--- src/rtl/cpu_run_ctrl.sv ---
// Run/step/halt controller for the SAP-1.5 core: gates the CPU clock enable,
// detects HLT, enforces an enabled-cycle watchdog and exposes debug counters.
module cpu_run_ctrl #(
   parameter int CYCLE_W    = 16,
   parameter int INSTR_W    = 16,
   parameter int MAX_CYCLES = 100
) (
   input  logic               clk,
   input  logic               reset,
   input  logic               run_i,
   input  logic               step_i,
   input  logic               stop_i,
   input  logic               clr_i,
   input  logic               halt_i,
   input  logic               instr_done_i,
   output logic               cpu_clk_en_o,
   output logic [2:0]         state_o,
   output logic [CYCLE_W-1:0] cycle_count_o,
   output logic [INSTR_W-1:0] instr_count_o,
   output logic               halted_o,
   output logic               timeout_o
);

   typedef enum logic [2:0] {
      ST_IDLE    = 3'd0,
      ST_RUN     = 3'd1,
      ST_STEP    = 3'd2,
      ST_HALTED  = 3'd3,
      ST_TIMEOUT = 3'd4
   } state_t;

   localparam bit                 WD_EN   = (MAX_CYCLES != 0);
   localparam logic [CYCLE_W-1:0] WD_LAST = WD_EN ? CYCLE_W'(MAX_CYCLES - 1) : '0;
   localparam logic [CYCLE_W-1:0] CYC_SAT = '1;
   localparam logic [INSTR_W-1:0] INS_SAT = '1;

   state_t             state_q, state_d;
   logic [CYCLE_W-1:0] cycle_q, cycle_d;
   logic [INSTR_W-1:0] instr_q, instr_d;
   logic               en;
   logic               wdog;

   assign en   = (state_q == ST_RUN) || (state_q == ST_STEP);
   // Fires on the last budgeted enabled cycle, so that cycle still executes.
   assign wdog = WD_EN && en && (cycle_q == WD_LAST);

   always_comb begin
      state_d = state_q;
      if (clr_i) begin
         state_d = ST_IDLE;
      end else begin
         unique case (state_q)
            ST_IDLE: begin
               if (run_i)       state_d = ST_RUN;
               else if (step_i) state_d = ST_STEP;
            end
            ST_RUN: begin
               if (halt_i)      state_d = ST_HALTED;
               else if (wdog)   state_d = ST_TIMEOUT;
               else if (stop_i) state_d = ST_IDLE;
            end
            ST_STEP: begin
               if (halt_i)            state_d = ST_HALTED;
               else if (wdog)         state_d = ST_TIMEOUT;
               else if (instr_done_i) state_d = ST_IDLE;
               else if (stop_i)       state_d = ST_IDLE;
            end
            ST_HALTED:  state_d = ST_HALTED;
            ST_TIMEOUT: state_d = ST_TIMEOUT;
            default:    state_d = ST_IDLE;
         endcase
      end
   end

   always_comb begin
      cycle_d = cycle_q;
      instr_d = instr_q;
      if (clr_i) begin
         cycle_d = '0;
         instr_d = '0;
      end else if (en) begin
         if (cycle_q != CYC_SAT)                instr_d = instr_q;
         if (cycle_q != CYC_SAT)                cycle_d = cycle_q + 1'b1;
         if (instr_done_i && instr_q != INS_SAT) instr_d = instr_q + 1'b1;
      end
   end

   always_ff @(posedge clk or negedge reset) begin
      if (!reset) begin
         state_q <= ST_IDLE;
         cycle_q <= '0;
         instr_q <= '0;
      end else begin
         state_q <= state_d;
         cycle_q <= cycle_d;
         instr_q <= instr_d;
      end
   end

   assign cpu_clk_en_o  = en;
   assign state_o       = state_q;
   assign cycle_count_o = cycle_q;
   assign instr_count_o = instr_q;
   assign halted_o      = (state_q == ST_HALTED);
   assign timeout_o     = (state_q == ST_TIMEOUT);

endmodule
--- config.mk ---
export PLATFORM = sky130hd
export DESIGN_NAME = cpu_run_ctrl
export DESIGN_NICKNAME = d
export VERILOG_FILES = /design/src/rtl/cpu_run_ctrl.sv
export SDC_FILE = /design/constraint.sdc
export NUM_CORES = 1
export LEC_CHECK = 0
export CELL_PAD_IN_SITES_DETAIL_PLACEMENT = 0
export CELL_PAD_IN_SITES_GLOBAL_PLACEMENT = 1
export CORE_MARGIN = 8
export CORE_UTILIZATION = 38
export DETAILED_ROUTE_END_ITERATION = 12
export GPL_ROUTABILITY_DRIVEN = 1
export PLACE_DENSITY_LB_ADDON = 0.1
export SLEW_MARGIN = 20
export SYNTH_ARGS = -nofsm -noshare
export SYNTH_HDL_FRONTEND = slang
export SYNTH_SLANG_ARGS = --single-unit
--- constraint.sdc ---
create_clock -name clk -period 2.5 [get_ports clk]
set_clock_uncertainty 0.2 [all_clocks]
set_input_delay 0.5 -clock clk [delete_from_list [all_inputs] [get_ports clk]]
set_output_delay 0.5 -clock clk [all_outputs]
set_load 0.02 [all_outputs]
# Word level (Yosys, flattened, before mapping)
# Cells that the tools add are included.
[totals]
reg_bits = 35
latch_bits = 0
mem_bits_rw = 0
rom_bits = 0
input_bits = 8
output_inout_bits = 38
elab_cells = 38
memories = 0
[op_classes]
addsub = 2
multipliers = 0
n_div = 0
magnitude_cmp = 0
eq_ne = 8
shifts = 0
mux = 16
n_bitwise = 0
reduce_logical = 9
[ops]
columns = ["cell", "count"]
rows = [
  ["16-bit two-way mux", 6],
  ["16-bit by 1-bit adder with 16-bit output, second input constant", 2],
  ["16-bit != test, second input constant", 2],
  ["3-bit two-way mux", 9],
  ["16-bit by 7-bit == test with 1-bit output, second input constant", 1],
  ["3-bit case mux with 5 select lines", 1],
  ["3-bit by 2-bit == test with 1-bit output, second input constant", 2],
  ["2-bit nonzero test", 3],
  ["4-bit != test, second input constant", 1],
  ["2-bit AND reduction", 2],
  ["3-bit by 1-bit == test with 1-bit output, second input constant", 1],
  ["3-bit == test, second input constant", 1],
  ["3-bit zero test", 1],
  ["1-bit logical AND", 2],
  ["1-bit logical OR", 1],
]

# Longest topological paths before layout
[depth]
word_depth = 7
ltp_mapped = 6
ltp_nobuf = 5

# Worst setup path after synthesis
# Ideal clock, no wire load.
[synth_path]
kind = "flip-flop to flip-flop"
from = "register instr_q[0], in the netlist instr_count_o[0]"
to = "register instr_q[3], in the netlist instr_count_o[3]"
setup_ps = 136
arrival_ps = 1811
t_required_ps = 2164
setup_slack_ps = 353
path_stages_with_launch = 7
path_buffers = 1
synth_period_minus_slack_ps = 2147
path_cell_list = "dfrtp_1 > ha_1 > nand4_1 > nor4b_2 > clkbuf_1 > or3_1 > a21oi_1"
[synth_between]
elab_chain_cells = 4
elab_cells_between_ends = 8
classes_between = "1 x add/sub; 1 x eq/ne; 3 x mux; 3 x reduce/logical"
[synth_rtl]
columns = ["element", "line", "rtl"]
rows = [
  ["start, declared", "39", "logic [INSTR_W-1:0] instr_q, instr_d;"],
  ["start signal, assigned", "96", "instr_q <= instr_d;"],
  ["16-bit by 1-bit adder with 16-bit output or 16-bit != test (tied branches)", "84", "if (instr_done_i && instr_q != INS_SAT) instr_d = instr_q + 1'b1;"],
  ["16-bit two-way mux or 1-bit logical AND (tied branches)", "84", ""],
  ["16-bit two-way mux or 2-bit nonzero test (tied branches)", "-", ""],
  ["16-bit two-way mux or 2-bit AND reduction (tied branches)", "-", ""],
]
# Several ways; a longest one is shown, not always the timed one. The select of a mux whose other input is x is not followed.
# A chain may end at the register's enable or synchronous reset.

# Worst setup path in the final report
[layout_path]
from = "register state_q[1], in the netlist state_o[1]"
to = "output port halted_o"
[layout_between]
elab_chain_cells = 1
[layout_rtl]
columns = ["element", "line", "rtl"]
rows = [
  ["start, declared", "37", "state_t state_q, state_d;"],
  ["start signal, assigned", "94", "state_q <= state_d;"],
  ["3-bit by 2-bit == test with 1-bit output", "104", "assign halted_o = (state_q == ST_HALTED);"],
  ["end, declared", "20", "output logic halted_o,"],
]
# No other way between the ends.

==> flow_summary.yaml <==
final_layout:
  n_antenna_cell: 0
  num-nets-final: 308
  area_growth_pct: 30.3
  final_cell_mix: "42 x clkdlybuf4s50_1, 34 x dfrtp_1, 26 x nor2_1"
  mostFrequentLayoutCell: "clkdlybuf4s50_1"
  drive_gt1_share_pct: 14.4
  final_area_um2: 2870
min_path:
  min_path_type: "reg -> reg"
  hold_depth: 2
cts:
  clockBufferDepth: 2
  clock_sinks: 35
  h-tree-depth: 2
  clk_latency_ns: 0.29
  cts_tree: "built"
  clk_transition_reported_paths_ns: 0.07
  ctsRootBufferMaster: "clkbuf_8"
  cts_inserted_buffers: 5
global_route:
  overflow: 0
  grt_usage_pct: 13.7
  grt_pass1_wl_mm: 9.66
  grt_pass1_vias: 1988
  grt_max_degree: 36
  antenna_found_initial: 0
logic_synthesis:
  yosysSeqAreaShare_pct: 39.8
  yosys-top-cells-area: "dfrtp_1 40%, mux2_2 8.2%, nor2b_1 6.5%"
  ys.flop_type: "dfrtp_1"
  synth_edf_count: 0
  yosysTopAreaCellShare_pct: 39.8
  avgSynthCellArea_um2: 8.99
  async_flop_share_pct: 100
  synth_seq_cells: 35
  synth_cell_type_count: 37
  synth_cells: 245
  yosys_warnings: 0
  synthesis.nets: 255
  syn_area_um2: 2200
  yosysTopAreaCell: "dfrtp_1"
critical_path:
  required_ns: 1.80
  cp-end-kind: "output port"
  worstPathArrival_ns: 1.63
  max_stage_delay_ns: 0.61
  crit_chain: "nand2_1, nor2_1, clkdlybuf4s50_1"
  criticalPathCategory: "reg -> out"
  crit_fanout: 7
  start_kind: "flip-flop"
  slowest_stage: "clkdlybuf4s50_1"
  reg2reg_depth: 5
detailed_routing:
  routed-via-count: 1995
  drt-total-wl_mm: 5.55
  ant_nets: 0
  via_per_inst: 5.39
  drc: 0
  firstDrtPassIters: 5
  wire_per_inst_um: 15.0
  drt-initial-drc-count: 82
sta:
  finalCriticalPeriod_ns: 2.33
  holdWs_ns: 0.403
  fin_crit_sh_pct: 93.0
  max_freq_ghz: 0.430
  setup_viol: 0
  finalHoldViolations: 0
  slew_viol_final: 0
  rsz0062_at_grt: "false"
  worst_pin_slew_ns: 0.509
  max_slew_margin_pct: 65.9
die:
  rows: 27
  die-area_um2: 8490
  die_w_um: 92.1
  core_um2: 5540
  die_h_um: 92.1
  ios: 46
  initial_core_util_pct: 39.8
placed_design:
  dp_hpwl_mm: 3.97
  gp_congestion: 0.779
  dpl_cell_area_um2: 2780
  io_buffers: 45
power_and_ir_drop:
  max-vdd-ir-drop_mv: 0.285
  power.leakage_nw: 1.19
  p_per_area_nw_per_um2: 468
status:
  status: "finished clean"
flow_run:
  cap_viol_max_count: 0
## where the power goes
group	switching, mW	internal, mW
Combinational	0.168	0.121
Clock	0.214	0.216
Sequential	0.0367	0.587
## final cells by class
class / count / area, um^2
flip-flops and latches: 35 / 877
fillers: 539 / 2670
repair buffers: 55 / 522
clock buffers: 6 / 82.6
inverters: 9 / 33.8
well taps: 72 / 90.1
multi-input cells: 192 / 1260
clock inverters: 1 / 5.00
## worst max-delay path, delay by kind of cell (launching register included)
| family | cells | cell delay (ns) |
|---|---|---|
| buf+inv | 1 | 0.61 |
| simple gates | 2 | 0.23 |
| flops | 1 | 0.50 |
## cells in the mapped netlist (4+ instances only)
cell / n
dfrtp_1: 35
nor2_1: 26
nor2b_1: 23
mux2_2: 16
a21oi_1: 15
nand3_1: 14
nand2_1: 12
nor4_1: 12
clkbuf_1: 9
inv_1: 9
and3_1: 7
nand4_1: 7
nor3_1: 6
mux2_1: 5
o21ai_0: 5
o31ai_1: 5
or4_1: 5
a211oi_1: 4
nand2b_1: 4
## sequential cells by signal, summed over array words and instances, names as in the netlist
name,flops
cycle_count_o,16
instr_count_o,16
state_o,3
## logic make-up (layout without fill, tap and decap cells)
| group | after synthesis | in the layout | share of synthesized area, % |
|---|---|---|---|
| simple gates | 132 | 132 | 34.2 |
| compound gates | 35 | 35 | 9.88 |
| flops | 35 | 35 | 39.8 |
| mux | 22 | 22 | 11.2 |
| buf+inv | 18 | 71 | 3.07 |
| fa+ha+maj | 2 | 2 | 1.14 |
| xor+xnor | 1 | 1 | 0.738 |
## through the flow
stage	std cells	setup TNS [ns]	worst slack, ns	util [%]	power [mW]
floorplan	245	0	0.353	-	0.799
global route	370	0	0.0860	51.8	1.42
global placement	363	-0.00684	-0.00684	50.2	0.933
CTS	370	0	0.0629	51.8	1.36
detailed placement	363	-0.0983	-0.0733	50.2	0.933
finish	370	0	0.174	51.8	1.34
## repair_timing
action,CTS,global route
buffers inserted,0,0
endpoints found under the hold margin,0,0
endpoints found under the setup margin,1,1
gates resized for setup,2,1
hold buffers,0,0
## path summary, 6_finish.rpt
path,slack (ns),startpoint,to
worst max-delay path,0.17,state_o[1],halted_o
worst min-delay path,0.40,instr_count_o[5],instr_count_o[5]
worst max register to register,0.37,state_o[1],cycle_count_o[9]
worst min register to register,0.40,instr_count_o[5],instr_count_o[5]
max in group asynchronous,1.32,reset,state_o[0]
min in group asynchronous,0.44,reset,cycle_count_o[8]
## per-layer routing
metal,vias up,part of all wire [%],global-route usage (%)
li1,999,-,-
met1,953,45,16.5
met2,38,48,22.5
met3,5,5.1,4.48
met4,0,1.2,4.56
met5,-,0,0
No activity file was read; power rests on OpenSTA's default activity.
